==> src/rtl/paint_pkg.sv <==
// Shared types for the pixel write path: coordinates, colour codes,
// arbiter state and the brush request record.
package paint_pkg;

  typedef logic [2:0] color_t;
  typedef logic [7:0] coord_t;

  typedef enum logic {IDLE, CLEAR} arb_state_t;

  typedef struct packed {
    coord_t x;
    coord_t y;
    color_t color;
  } pix_req_t;

  localparam int CANVAS_W_DEF   = 160;
  localparam int CANVAS_H_DEF   = 120;
  localparam int FIFO_DEPTH_DEF = 4;

  // True when (x,y) lies on a w x h canvas.
  function automatic logic in_canvas(coord_t x, coord_t y, int w, int h);
    return (int'(x) < w) && (int'(y) < h);
  endfunction

endpackage

==> src/rtl/pixel_write_arbiter_if.sv <==
// Brush request, clear control and pixel-store write port bundle.
interface pixel_write_arbiter_if;
  import paint_pkg::*;

  logic   req_valid;
  coord_t req_x;
  coord_t req_y;
  color_t req_color;
  logic   req_ready;
  logic   clear_start;
  color_t clear_color;
  logic   clear_busy;
  logic   wr_allow;
  logic   wr_en;
  coord_t wr_x;
  coord_t wr_y;
  color_t wr_color;
  logic   dropped;

  modport master (
    output req_valid, req_x, req_y, req_color, clear_start, clear_color, wr_allow,
    input  req_ready, clear_busy, wr_en, wr_x, wr_y, wr_color, dropped
  );

  modport slave (
    input  req_valid, req_x, req_y, req_color, clear_start, clear_color, wr_allow,
    output req_ready, clear_busy, wr_en, wr_x, wr_y, wr_color, dropped
  );

endinterface

==> src/rtl/pixel_fifo.sv <==
// Small synchronous FIFO of brush requests. Pointers carry one extra
// wrap bit so full/empty need no separate counter. Flush empties it.
module pixel_fifo
  import paint_pkg::*;
#(
  parameter int DEPTH = 4
) (
  input  logic     clk,
  input  logic     reset,
  input  logic     push,
  input  logic     pop,
  input  logic     flush,
  input  pix_req_t din,
  output logic     full,
  output logic     empty,
  output pix_req_t head
);

  localparam int AW = $clog2(DEPTH);

  pix_req_t      mem [DEPTH];
  logic [AW:0]   wr_ptr, rd_ptr;

  assign empty = (wr_ptr == rd_ptr);
  assign full  = (wr_ptr[AW] != rd_ptr[AW]) && (wr_ptr[AW-1:0] == rd_ptr[AW-1:0]);
  assign head  = mem[rd_ptr[AW-1:0]];

  // Pointer update; flush wins over any push/pop in the same cycle.
  always_ff @(posedge clk) begin
    if (reset || flush) begin
      wr_ptr <= '0;
      rd_ptr <= '0;
    end else begin
      if (push && !full) wr_ptr <= wr_ptr + (AW+1)'(1);
      if (pop && !empty) rd_ptr <= rd_ptr + (AW+1)'(1);
    end
  end

  // Storage write; contents need no reset since pointers gate visibility.
  always_ff @(posedge clk) begin
    if (push && !full && !flush) mem[wr_ptr[AW-1:0]] <= din;
  end

endmodule

==> src/rtl/pixel_write_arbiter.sv <==
// Owns the pixel store write port and shares it between buffered brush
// writes and a raster clear-screen sweep. One write per clk at most,
// only while wr_allow is high.
module pixel_write_arbiter
  import paint_pkg::*;
#(
  parameter int CANVAS_W   = CANVAS_W_DEF,
  parameter int CANVAS_H   = CANVAS_H_DEF,
  parameter int FIFO_DEPTH = FIFO_DEPTH_DEF
) (
  input  logic                  clk,
  input  logic                  reset,
  pixel_write_arbiter_if.slave  bus
);

  arb_state_t state, state_nxt;
  coord_t     cx, cy;
  color_t     fill;
  pix_req_t   head, req_in, wr_req;
  logic       full, empty, flush;
  logic       accept, in_rng, push_ok;
  logic       issue_brush, clr_go, bypass, fifo_push, fifo_pop;
  logic       x_last, last_px;

  assign req_in        = '{x: bus.req_x, y: bus.req_y, color: bus.req_color};
  assign bus.req_ready = !reset && !full && !bus.clear_start;
  assign accept        = bus.req_valid && bus.req_ready;
  assign in_rng        = in_canvas(bus.req_x, bus.req_y, CANVAS_W, CANVAS_H);
  assign push_ok       = accept && in_rng;
  assign x_last        = (cx == coord_t'(CANVAS_W - 1));
  assign last_px       = x_last && (cy == coord_t'(CANVAS_H - 1));

  // An empty FIFO is bypassed so a fresh request is written on the next clk.
  assign bypass    = issue_brush && empty;
  assign fifo_push = push_ok && !bypass;
  assign fifo_pop  = issue_brush && !empty;
  assign wr_req    = empty ? req_in : head;

  pixel_fifo #(.DEPTH(FIFO_DEPTH)) u_fifo (
    .clk   (clk),
    .reset (reset),
    .push  (fifo_push),
    .pop   (fifo_pop),
    .flush (flush),
    .din   (req_in),
    .full  (full),
    .empty (empty),
    .head  (head)
  );

  // Next state and write selection; clear_start pre-empts a brush pop.
  always_comb begin
    state_nxt   = state;
    flush       = 1'b0;
    issue_brush = 1'b0;
    clr_go      = 1'b0;
    case (state)
      IDLE: begin
        if (bus.clear_start) begin
          state_nxt = CLEAR;
          flush     = 1'b1;
        end else if (bus.wr_allow && (!empty || push_ok)) begin
          issue_brush = 1'b1;
        end
      end
      CLEAR: begin
        if (bus.wr_allow) begin
          clr_go = 1'b1;
          if (last_px) state_nxt = IDLE;
        end
      end
      default: state_nxt = IDLE;
    endcase
  end

  // State, sweep counters and registered write-port outputs.
  always_ff @(posedge clk) begin
    if (reset) begin
      state          <= IDLE;
      cx             <= '0;
      cy             <= '0;
      fill           <= '0;
      bus.wr_en      <= 1'b0;
      bus.wr_x       <= '0;
      bus.wr_y       <= '0;
      bus.wr_color   <= '0;
      bus.clear_busy <= 1'b0;
      bus.dropped    <= 1'b0;
    end else begin
      state          <= state_nxt;
      bus.wr_en      <= issue_brush || clr_go;
      bus.dropped    <= accept && !in_rng;
      bus.clear_busy <= (state == CLEAR) || (state_nxt == CLEAR);
      if (issue_brush) begin
        bus.wr_x     <= wr_req.x;
        bus.wr_y     <= wr_req.y;
        bus.wr_color <= wr_req.color;
      end else if (clr_go) begin
        bus.wr_x     <= cx;
        bus.wr_y     <= cy;
        bus.wr_color <= fill;
      end
      if (state == IDLE && bus.clear_start) begin
        cx   <= '0;
        cy   <= '0;
        fill <= bus.clear_color;
      end else if (clr_go) begin
        if (x_last) begin
          cx <= '0;
          cy <= cy + 8'd1;
        end else begin
          cx <= cx + 8'd1;
        end
      end
    end
  end

endmodule

==> src/flat_wrapper.sv <==
// flat-port wrapper written by rule: the top's interface ports become plain ports
module pixel_write_arbiter_flat import paint_pkg::*;
#(
  parameter int CANVAS_W   = CANVAS_W_DEF,
  parameter int CANVAS_H   = CANVAS_H_DEF,
  parameter int FIFO_DEPTH = FIFO_DEPTH_DEF
)
  (clk, reset, bus_req_valid, bus_req_x, bus_req_y, bus_req_color, bus_clear_start, bus_clear_color, bus_wr_allow, bus_req_ready, bus_clear_busy, bus_wr_en, bus_wr_x, bus_wr_y, bus_wr_color, bus_dropped);
  pixel_write_arbiter_if bus_i ();
  input  logic clk;
  input  logic reset;
  input wire logic [$bits(bus_i.req_valid)-1:0] bus_req_valid;
  input wire logic [$bits(bus_i.req_x)-1:0] bus_req_x;
  input wire logic [$bits(bus_i.req_y)-1:0] bus_req_y;
  input wire logic [$bits(bus_i.req_color)-1:0] bus_req_color;
  input wire logic [$bits(bus_i.clear_start)-1:0] bus_clear_start;
  input wire logic [$bits(bus_i.clear_color)-1:0] bus_clear_color;
  input wire logic [$bits(bus_i.wr_allow)-1:0] bus_wr_allow;
  output wire logic [$bits(bus_i.req_ready)-1:0] bus_req_ready;
  output wire logic [$bits(bus_i.clear_busy)-1:0] bus_clear_busy;
  output wire logic [$bits(bus_i.wr_en)-1:0] bus_wr_en;
  output wire logic [$bits(bus_i.wr_x)-1:0] bus_wr_x;
  output wire logic [$bits(bus_i.wr_y)-1:0] bus_wr_y;
  output wire logic [$bits(bus_i.wr_color)-1:0] bus_wr_color;
  output wire logic [$bits(bus_i.dropped)-1:0] bus_dropped;
  assign bus_i.req_valid = bus_req_valid;
  assign bus_i.req_x = bus_req_x;
  assign bus_i.req_y = bus_req_y;
  assign bus_i.req_color = bus_req_color;
  assign bus_i.clear_start = bus_clear_start;
  assign bus_i.clear_color = bus_clear_color;
  assign bus_i.wr_allow = bus_wr_allow;
  assign bus_req_ready = bus_i.req_ready;
  assign bus_clear_busy = bus_i.clear_busy;
  assign bus_wr_en = bus_i.wr_en;
  assign bus_wr_x = bus_i.wr_x;
  assign bus_wr_y = bus_i.wr_y;
  assign bus_wr_color = bus_i.wr_color;
  assign bus_dropped = bus_i.dropped;
  pixel_write_arbiter #(.CANVAS_W(CANVAS_W), .CANVAS_H(CANVAS_H), .FIFO_DEPTH(FIFO_DEPTH)) u_core (.clk(clk), .reset(reset), .bus(bus_i));
endmodule
==> config.mk <==
export PLATFORM = sky130hd
export DESIGN_NAME = pixel_write_arbiter_flat
export DESIGN_NICKNAME = d
export VERILOG_FILES = /design/src/rtl/paint_pkg.sv /design/src/rtl/pixel_write_arbiter_if.sv /design/src/rtl/pixel_fifo.sv /design/src/rtl/pixel_write_arbiter.sv /design/src/flat_wrapper.sv
export SDC_FILE = /design/constraint.sdc
export NUM_CORES = 1
export LEC_CHECK = 0
export CORE_ASPECT_RATIO = 1.5
export CORE_MARGIN = 5
export CORE_UTILIZATION = 57
export DETAILED_ROUTE_END_ITERATION = 7
export GPL_ROUTABILITY_DRIVEN = 0
export PLACE_DENSITY_LB_ADDON = 0.08
export SYNTH_ARGS = -nofsm -noshare
export SYNTH_HDL_FRONTEND = slang
export SYNTH_SLANG_ARGS = --single-unit
==> constraint.sdc <==
create_clock -name clk -period 3.05 [get_ports clk]
set_input_delay 0.7625 -clock clk [delete_from_list [all_inputs] [get_ports clk]]
set_output_delay 0.7625 -clock clk [all_outputs]
set_load 0.02 [all_outputs]
; ---- After elaboration in Yosys (flattened, before gate mapping)
; Memories as Yosys holds them, arrays and structs flattened. A register that Yosys moved wholly into a read port is not among the register bits.
; Index checks and enable logic that the tools add are counted.
[op_classes]
eq_ne = 5
div = 0
multipliers = 0
n_shift = 0
n_mux = 22
bitwise = 1
n_addsub = 4
n_lt_le_gt_ge = 2
reduce_logical = 30
[ops]
columns = operator, n
row1 = $mux 8, 5
row2 = $mux 19, 1
row3 = $add 8x1->8 const B, 2
row4 = $logic_and 1x1->1, 16
row5 = $mux 1, 11
row6 = $eq 8x7->1 const B, 1
row7 = $eq 8x8->1 const B, 1
row8 = $lt 8x7->1 const B, 1
row9 = $lt 8x8->1 const B, 1
row10 = $logic_not 1->1, 7
row11 = $add 3x1->3 const B, 2
row12 = $mux 3, 2
row13 = $logic_or 1x1->1, 4
row14 = $mux 2, 2
row15 = $eq 3x3->1, 1
row16 = $eq 2x2->1, 1
row17 = $pmux 1 s2, 1
row18 = $reduce_and 2->1, 1
row19 = $reduce_bool 2->1, 1
row20 = $reduce_or 2->1, 1
row21 = $ne 1x1->1, 1
row22 = $not 1->1, 1
[word_totals]
out_inout_bits = 23
mem_bits_ro = 0
wordCells = 77
in_bits = 27
latchBits = 0
n_memories = 1
ff_bits = 48
mem_bits_rw = 76
[memory_table]
columns = memory, words, word_bits, rd, rd_ports_with_merged_regs, write_ports, line
row1 = u_core.u_fifo.mem, 4, 19, 1, 1, 1, pixel_fifo.sv:21  ; pix_req_t mem [DEPTH];

; ---- Depth between registers and ports, before layout
[logic_depth]
depth_word = 19
ltp_mapped = 7

; ---- Modules after synthesis
; Synthesis repeated with hierarchy kept, for this count alone.
[unflattened]
hier_cells = 405
hier_area_um2 = 5465.2
[by_module_without_submodules]
columns = module, seq_area_each_um2, cells_per_inst, area_per_inst_um2, n_inst
row1 = pixel_fifo, 2442.3, 169, 3316.9, 1
row2 = pixel_write_arbiter, 840.8, 236, 2148.3, 1

; ---- Least setup slack after synthesis
; OpenSTA, ideal clock, no wires.
[synth_timing]
path_type = input to output
startpoint = input port reset
endpoint = output port bus_req_ready
t_arrival_ps = 1658
setup_slack_ps = 630
required_ps = 2288
path_stages = 3
cell_sequence = clkbuf_1 > clkbuf_1 > nor3_1
[synth_between]
elab_chain_cells = 3
[synth_rtl]
columns = item, line
row1 = "start, declared", flat_wrapper.sv:11  ; input logic reset;
row2 = $logic_not 1->1, pixel_write_arbiter.sv:26  ; assign bus.req_ready = !reset && !full && !bus.clear_start;
row3 = $logic_and 1x1->1 (2 in a row), pixel_write_arbiter.sv:26
row4 = "end, declared", flat_wrapper.sv:19  ; output wire logic [$bits(bus_i.req_ready)-1:0] bus_req_ready;
; No other way between the ends.

; ---- Worst setup path after layout
[layout_timing]
startpoint = register u_core.u_fifo.wr_ptr[0]
endpoint = output port bus_req_ready
[layout_between]
elab_chain_cells = 5
[layout_rtl]
columns = item, line
row1 = "start, declared", pixel_fifo.sv:22  ; logic [AW:0] wr_ptr, rd_ptr;
row2 = "start signal, assigned", pixel_fifo.sv:34  ; if (push && !full) wr_ptr <= wr_ptr + (AW+1)'(1);
row3 = $eq 2x2->1, pixel_fifo.sv:25  ; assign full = (wr_ptr[AW] != rd_ptr[AW]) && (wr_ptr[AW-1:0] == rd_ptr[AW-1:0]);
row4 = $logic_and 1x1->1, pixel_fifo.sv:25
row5 = $logic_not 1->1, pixel_write_arbiter.sv:26
row6 = $logic_and 1x1->1 (2 in a row), pixel_write_arbiter.sv:26
; No other way between the ends.

==> impl_metrics.yaml <==
outcome:
  run_status: "finished, final reports clean"
synth:
  syn-cell-area_um2: 5480
  synthesis.area_per_instance_um2: 13.1
  synth_fp_nets: 453
  postSynthCellCount: 419
  synth_top_flop_cell: "sky130_fd_sc_hd__edfxtp_1"
  synth.ff_latch_count: 126
  seq_area_frac_synth_pct: 59.9
  post_synth_edffs: 76
  yosysWarningCount: 0
  synth_async_sr_flop_share_pct: 0
  yosysUniqueCellTypes: 48
clock_tree:
  cts_tree: "done"
  clock_latency_ns: 0.41
  worst_setup_hold_path_clk_slew_ns: 0.05
  clock-root-buffer: "sky130_fd_sc_hd__clkbuf_16"
  numClockSinks: 126
  holdBufCountCts: 0
  cts.repair_timing.setup_buffer_count: 0
  cts-buffers-inserted: 17
  cts.repair.resized: 0
  cts_max_level: 4
  cts.path.max_buffers: 2
setup_path:
  timing.critical_path.cells: "xor2_1, nor3_1, nor3_1, clkdlybuf4s50_1"
  setup.worst_path.class: "reg2out"
  cp_max_stage_cell: "sky130_fd_sc_hd__clkdlybuf4s50_1"
  cp_common_cell: "sky130_fd_sc_hd__nor3_1"
  timing.critical_path.from_type: "register"
  endpoint_kind: "primary output"
  critPathMaxStageDelay_ns: 0.63
  cp.required_ns: 2.29
  path_max_fanout: 5
  timing.critical_path.arrival_ns: 2.17
global_route:
  groute.usage.overall_pct: 22.6
  initial_antenna_violation_count: 0
  number_of_global_route_vias_before_repair: 3788
  grt_start_max_net_pins: 22
  grt.overflow.total: 0
  grt_first_pass_wirelength_um: 20200
job:
  drv.max_cap_violation_count: 0
detailed_routing:
  vias: 3740
  detail_route.iter0.violations: 266
  firstDrtPassIters: 4
  route.detailed.vias_per_inst: 6.13
  ant_nets: 0
  wl_per_cell_um: 20.9
  route.detailed.drc: 0
  detail_route.wirelength_um: 12700
placed_design:
  io_buffer_count: 49
  place.detailed.hpwl_um: 8820
pwr:
  power-per-cell-area_nw_per_um2: 578
  power_leakage_nw: 2.46
  p_switching_w: 0.000823
  clock_power_share_pct: 48.2
  max-vdd-ir-drop_v: 0.000543
  switching_share_pct: 21.0
  seq_power_share_pct: 46.5
  internal_power_w: 0.00310
  combPwrFrac_pct: 5.3
floorplan:
  std_cell_rows: 43
  chipHeight_um: 130
  die-area_um2: 11700
  core_um2: 9310
  initial_utilization_pct: 58.9
  die_width_um: 90.1
  boundaryPins: 50
timing:
  finalWorstPathRequiredPeriod_ns: 2.93
  final_max_slew_viol_count: 0
  setup_viol_count_final: 0
  finalHoldViolations: 0
  totalNegativeSetupSlack_ns: 0
  fin_crit_sh_pct: 96.0
  holdWs_ns: 0.495
  rsz_0062_raised_after_global_routing: "false"
  fmax_ghz: 0.342
  timing.slew.headroom_pct: 31.8
  worst-slew-pin-transition_ns: 1.02
  fin_skew_ns: 0.0121
layout:
  drive_above_1_share_pct: 21.7
  layout_common_cells: "sky130_fd_sc_hd__edfxtp_1 (76), sky130_fd_sc_hd__dfxtp_1 (50), sky130_fd_sc_hd__clkdlybuf4s50_1 (49), sky130_fd_sc_hd__a21oi_1 (30), sky130_fd_sc_hd__nand2_1 (30)"
  area_growth_pct: 24.0
  n_antenna_cell: 0
  num-nets-final: 520
  most_common_cell_after_layout_fill_and_taps_aside: "sky130_fd_sc_hd__edfxtp_1"
hold_path:
  min-delay-path-class: "reg2reg"
registers in the layout, indices dropped and copies added, names as in the netlist, named ones only:
name,cells
u_core.u_fifo.rd_ptr,3
u_core.fill,3
u_core.bus.wr_en,1
u_core.bus.clear_busy,1
u_core.bus.wr_color,3
u_core.u_fifo.mem,76
u_core.bus.wr_x,8
u_core.bus.wr_y,8
u_core.cx,8
u_core.bus.dropped,1
u_core.u_fifo.wr_ptr,3
u_core.cy,8
u_core.state,1
cells by family after synthesis:
| kind of cell | count (synthesis) | share of synthesized area [%] |
|---|---|---|
| AO/OA/AOI/OAI | 97 | 14.5 |
| XOR/XNOR | 14 | 2.24 |
| adder cells (fa/ha/maj) | 7 | 1.60 |
| buffers and inverters | 49 | 3.68 |
| flip-flops | 126 | 59.9 |
| multiplexers | 23 | 8.56 |
| AND/OR/NAND/NOR | 103 | 9.50 |
synth_stat cells, types with 9 or more instances:
master                       n  share of area [%]
sky130_fd_sc_hd__o2111ai_1  16                2.6
sky130_fd_sc_hd__o221a_2    20                4.1
sky130_fd_sc_hd__nand3_1     9               0.82
sky130_fd_sc_hd__nor2_1     27                1.8
sky130_fd_sc_hd__buf_2      10               0.91
sky130_fd_sc_hd__edfxtp_1   76                 42
sky130_fd_sc_hd__xnor2_1    10                1.6
sky130_fd_sc_hd__nand2_1    30                2.1
sky130_fd_sc_hd__dfxtp_1    50                 18
sky130_fd_sc_hd__o211a_1    16                2.9
sky130_fd_sc_hd__inv_1      21                1.4
sky130_fd_sc_hd__mux4_2     19                7.8
sky130_fd_sc_hd__a21oi_1    30                2.7
sky130_fd_sc_hd__clkbuf_1   16                1.1
worst max-delay path: cells and delay by family (launching register included):
family                    cells  cell delay [ns]
xor gates and xnor gates      1             0.39
DFF                           1             0.43
and+or+nand+nor               2             0.31
buffers and inverters         1             0.63
area by class of cell:
type | count | area (um^2)
sequential | 126 | 3280
multi-input combinational | 244 | 2010
fill | 632 | 2510
timing repair buffer | 76 | 731
tap | 112 | 140
clock inverter | 12 | 123
clock buffer | 19 | 433
inverter | 21 | 78.8
per-layer routing:
metal	part of all wire, %	GRT usage (%)	vias up
met5	0	0	-
met4	2.1	9.55	0
met3	4.9	5.25	15
met2	53	38.9	110
met1	40	27.5	1858
li1	-	-	1757
through the flow:
step                setup slack (ns)  area [um^2]  power [W]  std cells  utilization [%]
finish                         0.122         6800    0.00392        610             73.0
global route                  0.0388         6800    0.00404        610             73.0
CTS                            0.101         6800    0.00395        610             73.0
detailed placement             0.182         6240    0.00207        579             67.0
global placement               0.184         6240    0.00206        579             67.0
floorplan                      0.630         5480    0.00196        419                -
power groups by stage:
stage	Clock (W)	Sequential, W	Combinational [W]
floorplan	0	0.00186	0.0000961
global placement	0	0.00186	0.000204
detailed placement	0	0.00186	0.000208
CTS	0.00192	0.00182	0.000210
global route	0.00199	0.00182	0.000225
finish	0.00189	0.00182	0.000209
final timing paths:
path	endpoint	slack, ns	cells past startpoint	from
max reg2reg	u_core.bus.wr_y[1]	0.74	5	u_core.u_fifo.wr_ptr[0]
max	bus_req_ready	0.12	4	u_core.u_fifo.wr_ptr[0]
min reg2reg	u_core.cx[1]	0.49	2	u_core.cx[1]
min	u_core.cx[1]	0.49	2	u_core.cx[1]
Note: power is estimated with default switching activity, not from simulation.
==> edit, RTL diff (same settings) <==
`FIFO_DEPTH_DEF`: 4 -> 8.
--- a/src/rtl/paint_pkg.sv
+++ b/src/rtl/paint_pkg.sv
@@ -15,7 +15,7 @@
 
   localparam int CANVAS_W_DEF   = 160;
   localparam int CANVAS_H_DEF   = 120;
-  localparam int FIFO_DEPTH_DEF = 4;
+  localparam int FIFO_DEPTH_DEF = 8;
 
   // True when (x,y) lies on a w x h canvas.
   function automatic logic in_canvas(coord_t x, coord_t y, int w, int h);
Function: changed (Yosys sat finds a counterexample within 10 cycles, from zero or initial values and one cycle with reset high).
==> edit against the unedited design <==
- die area rose by 48%
- utilization shrank 4.8 points
- combinational power increased by 19%
- clock skew fell by 4.2 ps
- synthesized area increased by 53%
- sequential cell count up 79
- total power increased by 41%
- wire length grew 47%
- global-route usage decreased by 0.13 points
- design area is 46% higher
- setup slack worse by 20 ps
==> edit: results (changes against the unedited design) <==
[outcome]
status=complete, no violations

[critical_path]
cp_slowest_cell=clkdlybuf4s50_1
worst-path-max-fanout=2  ; -3
crit_path_max_incr_delay_ps=620
arrival_ps=2190  ; +20 ps

[yosys]
synthTopCellsByArea=edfxtp_1, dfxtp_1, mux4_2
ys_types=48  ; unchanged
synthArstFlopShare_pct=0  ; unchanged
synth_ff_type=edfxtp_1
synth_nets=588  ; +30%
synthTopCellsByCount=edfxtp_1, dfxtp_1, nor2_1
seq_area_frac_synth_pct=66.9  ; +7.0 points
yosys_warnings=0  ; unchanged
synth_edf_count=152  ; +100%

[layout]
final_nets=673  ; +29%
nFillCells=1035  ; +64%
layout-drive-gt1-share_pct=23.7  ; +2.0 points
regArea_mm2=0.00563  ; +71%
diodes=0  ; unchanged
largest_register_ffs=152  ; +100%

[clocking]
htreeDepth=1  ; -3
clockBufferDepth=3  ; +1
cts_buffers=19  ; +2
postCtsSetupRepairBufs=0  ; unchanged
clk_pin_slew_ps=60
cts_root_buffer=clkbuf_16
clock_latency_ps=470  ; +60 ps

[power]
p_leak_uw=0.00324  ; +32%
vdd_drop_max_uv=506  ; -6.8%

[hold_path]
hold_class=flop to flop

[global_routing]
grt_pass1_vias=5245  ; +38%
grt_max_degree=27  ; +23%
antenna_found_initial=0  ; unchanged
grtUsageTotal_pct=22.5  ; -0.13 points
grt_pass1_wl_mm=29.6  ; +47%

[drt]
drtIter0Drc=354  ; +33%
dr.pass1.iters=5  ; +1
wirelength_mm=18.8  ; +47%
viasPerCell=5.88  ; -4.0%

[placement]
dp_hpwl_mm=13.1  ; +48%
io_buffers=49  ; unchanged
pre_cts_ws_ps=-30.5  ; -213 ps

[sta]
worst_pin_slew_ps=789  ; -227 ps
fin_skew_ps=7.95  ; -4.18 ps
fin_tns_setup_ps=0  ; unchanged

==> edit: changes by cell type after synthesis, sizes merged, moves of 16 or more <==
cell     before  now
a221oi        0   19
edfxtp       76  152
mux2          1   34
nor2         27   45
o2111ai      16    0
o211a        16    0
o21ai         4   23
o221a        20    0
o22ai         0   17
==> edit: final cells by class <==
class                           instances  area share [%]
Clock inverter                          9           0.884
Inverter                               20           0.758
Multi-Input combinational cell        301            25.3
Timing Repair Buffer                   95            8.82
Clock buffer                           23            4.95
Sequential cell                       205            56.8
Tap cell                              196            2.48
==> edit: worst max-delay path, delay by kind of cell <==
kind | cells | cell delay, ps
buffers and inverters | 2 | 1040
AOI/OAI and AO/OA | 1 | 220
and+or+nand+nor | 1 | 160
==> edit: worst paths after layout <==
path	start	end	slack (ps)	cells past startpoint
min	u_core.bus.wr_y[4]	u_core.bus.wr_y[4]	460	2
max reg2reg	flop	u_core.bus.wr_x[3]	740	5
min reg2reg	u_core.bus.wr_y[4]	u_core.bus.wr_y[4]	460	2
max	reset	bus_req_ready	100	4
==> edit: what timing repair did <==
item                       4_1_cts  5_1_grt
setup endpoints to repair        1        1
hold buffers                     0        0
gates resized for setup          1        1
==> edit: power by group <==
part | leakage [uW] | internal, uW | switching [uW] | total (uW)
clock network | 0.000280 | 1310 | 941 | 2250
registers | 0.00180 | 3020 | 16.6 | 3030
logic | 0.00116 | 112 | 137 | 249
total | 0.00324 | 4430 | 1090 | 5530
==> edit: kinds of logic (layout without fill, tap and decap cells) <==
kind of cell	Yosys count	count (layout)	share of synthesized area [%]
DFF	205	205	66.9
xor gates and xnor gates	22	22	2.38
muxes	64	64	11.3
adders and majority gates	4	4	0.595
AOI/OAI and AO/OA	88	88	7.84
buffers and inverters	51	147	3.53
and+or+nand+nor	123	123	7.50
==> edit: per-layer routing <==
metal  track usage (%)  part of all wire (%)
met5                 0                     0
met4              7.12                   3.2
met3              3.25                   5.0
met2              38.8                    53
met1              28.9                    39
==> edit: per-stage QoR <==
stage / area (um2) / std cells
3_3_place_gp: 9330 / 817
4_1_cts: 9910 / 849
6_report: 9910 / 849
3_5_place_dp: 9330 / 817
5_1_grt: 9910 / 849
2_1_floorplan: 8410 / 557
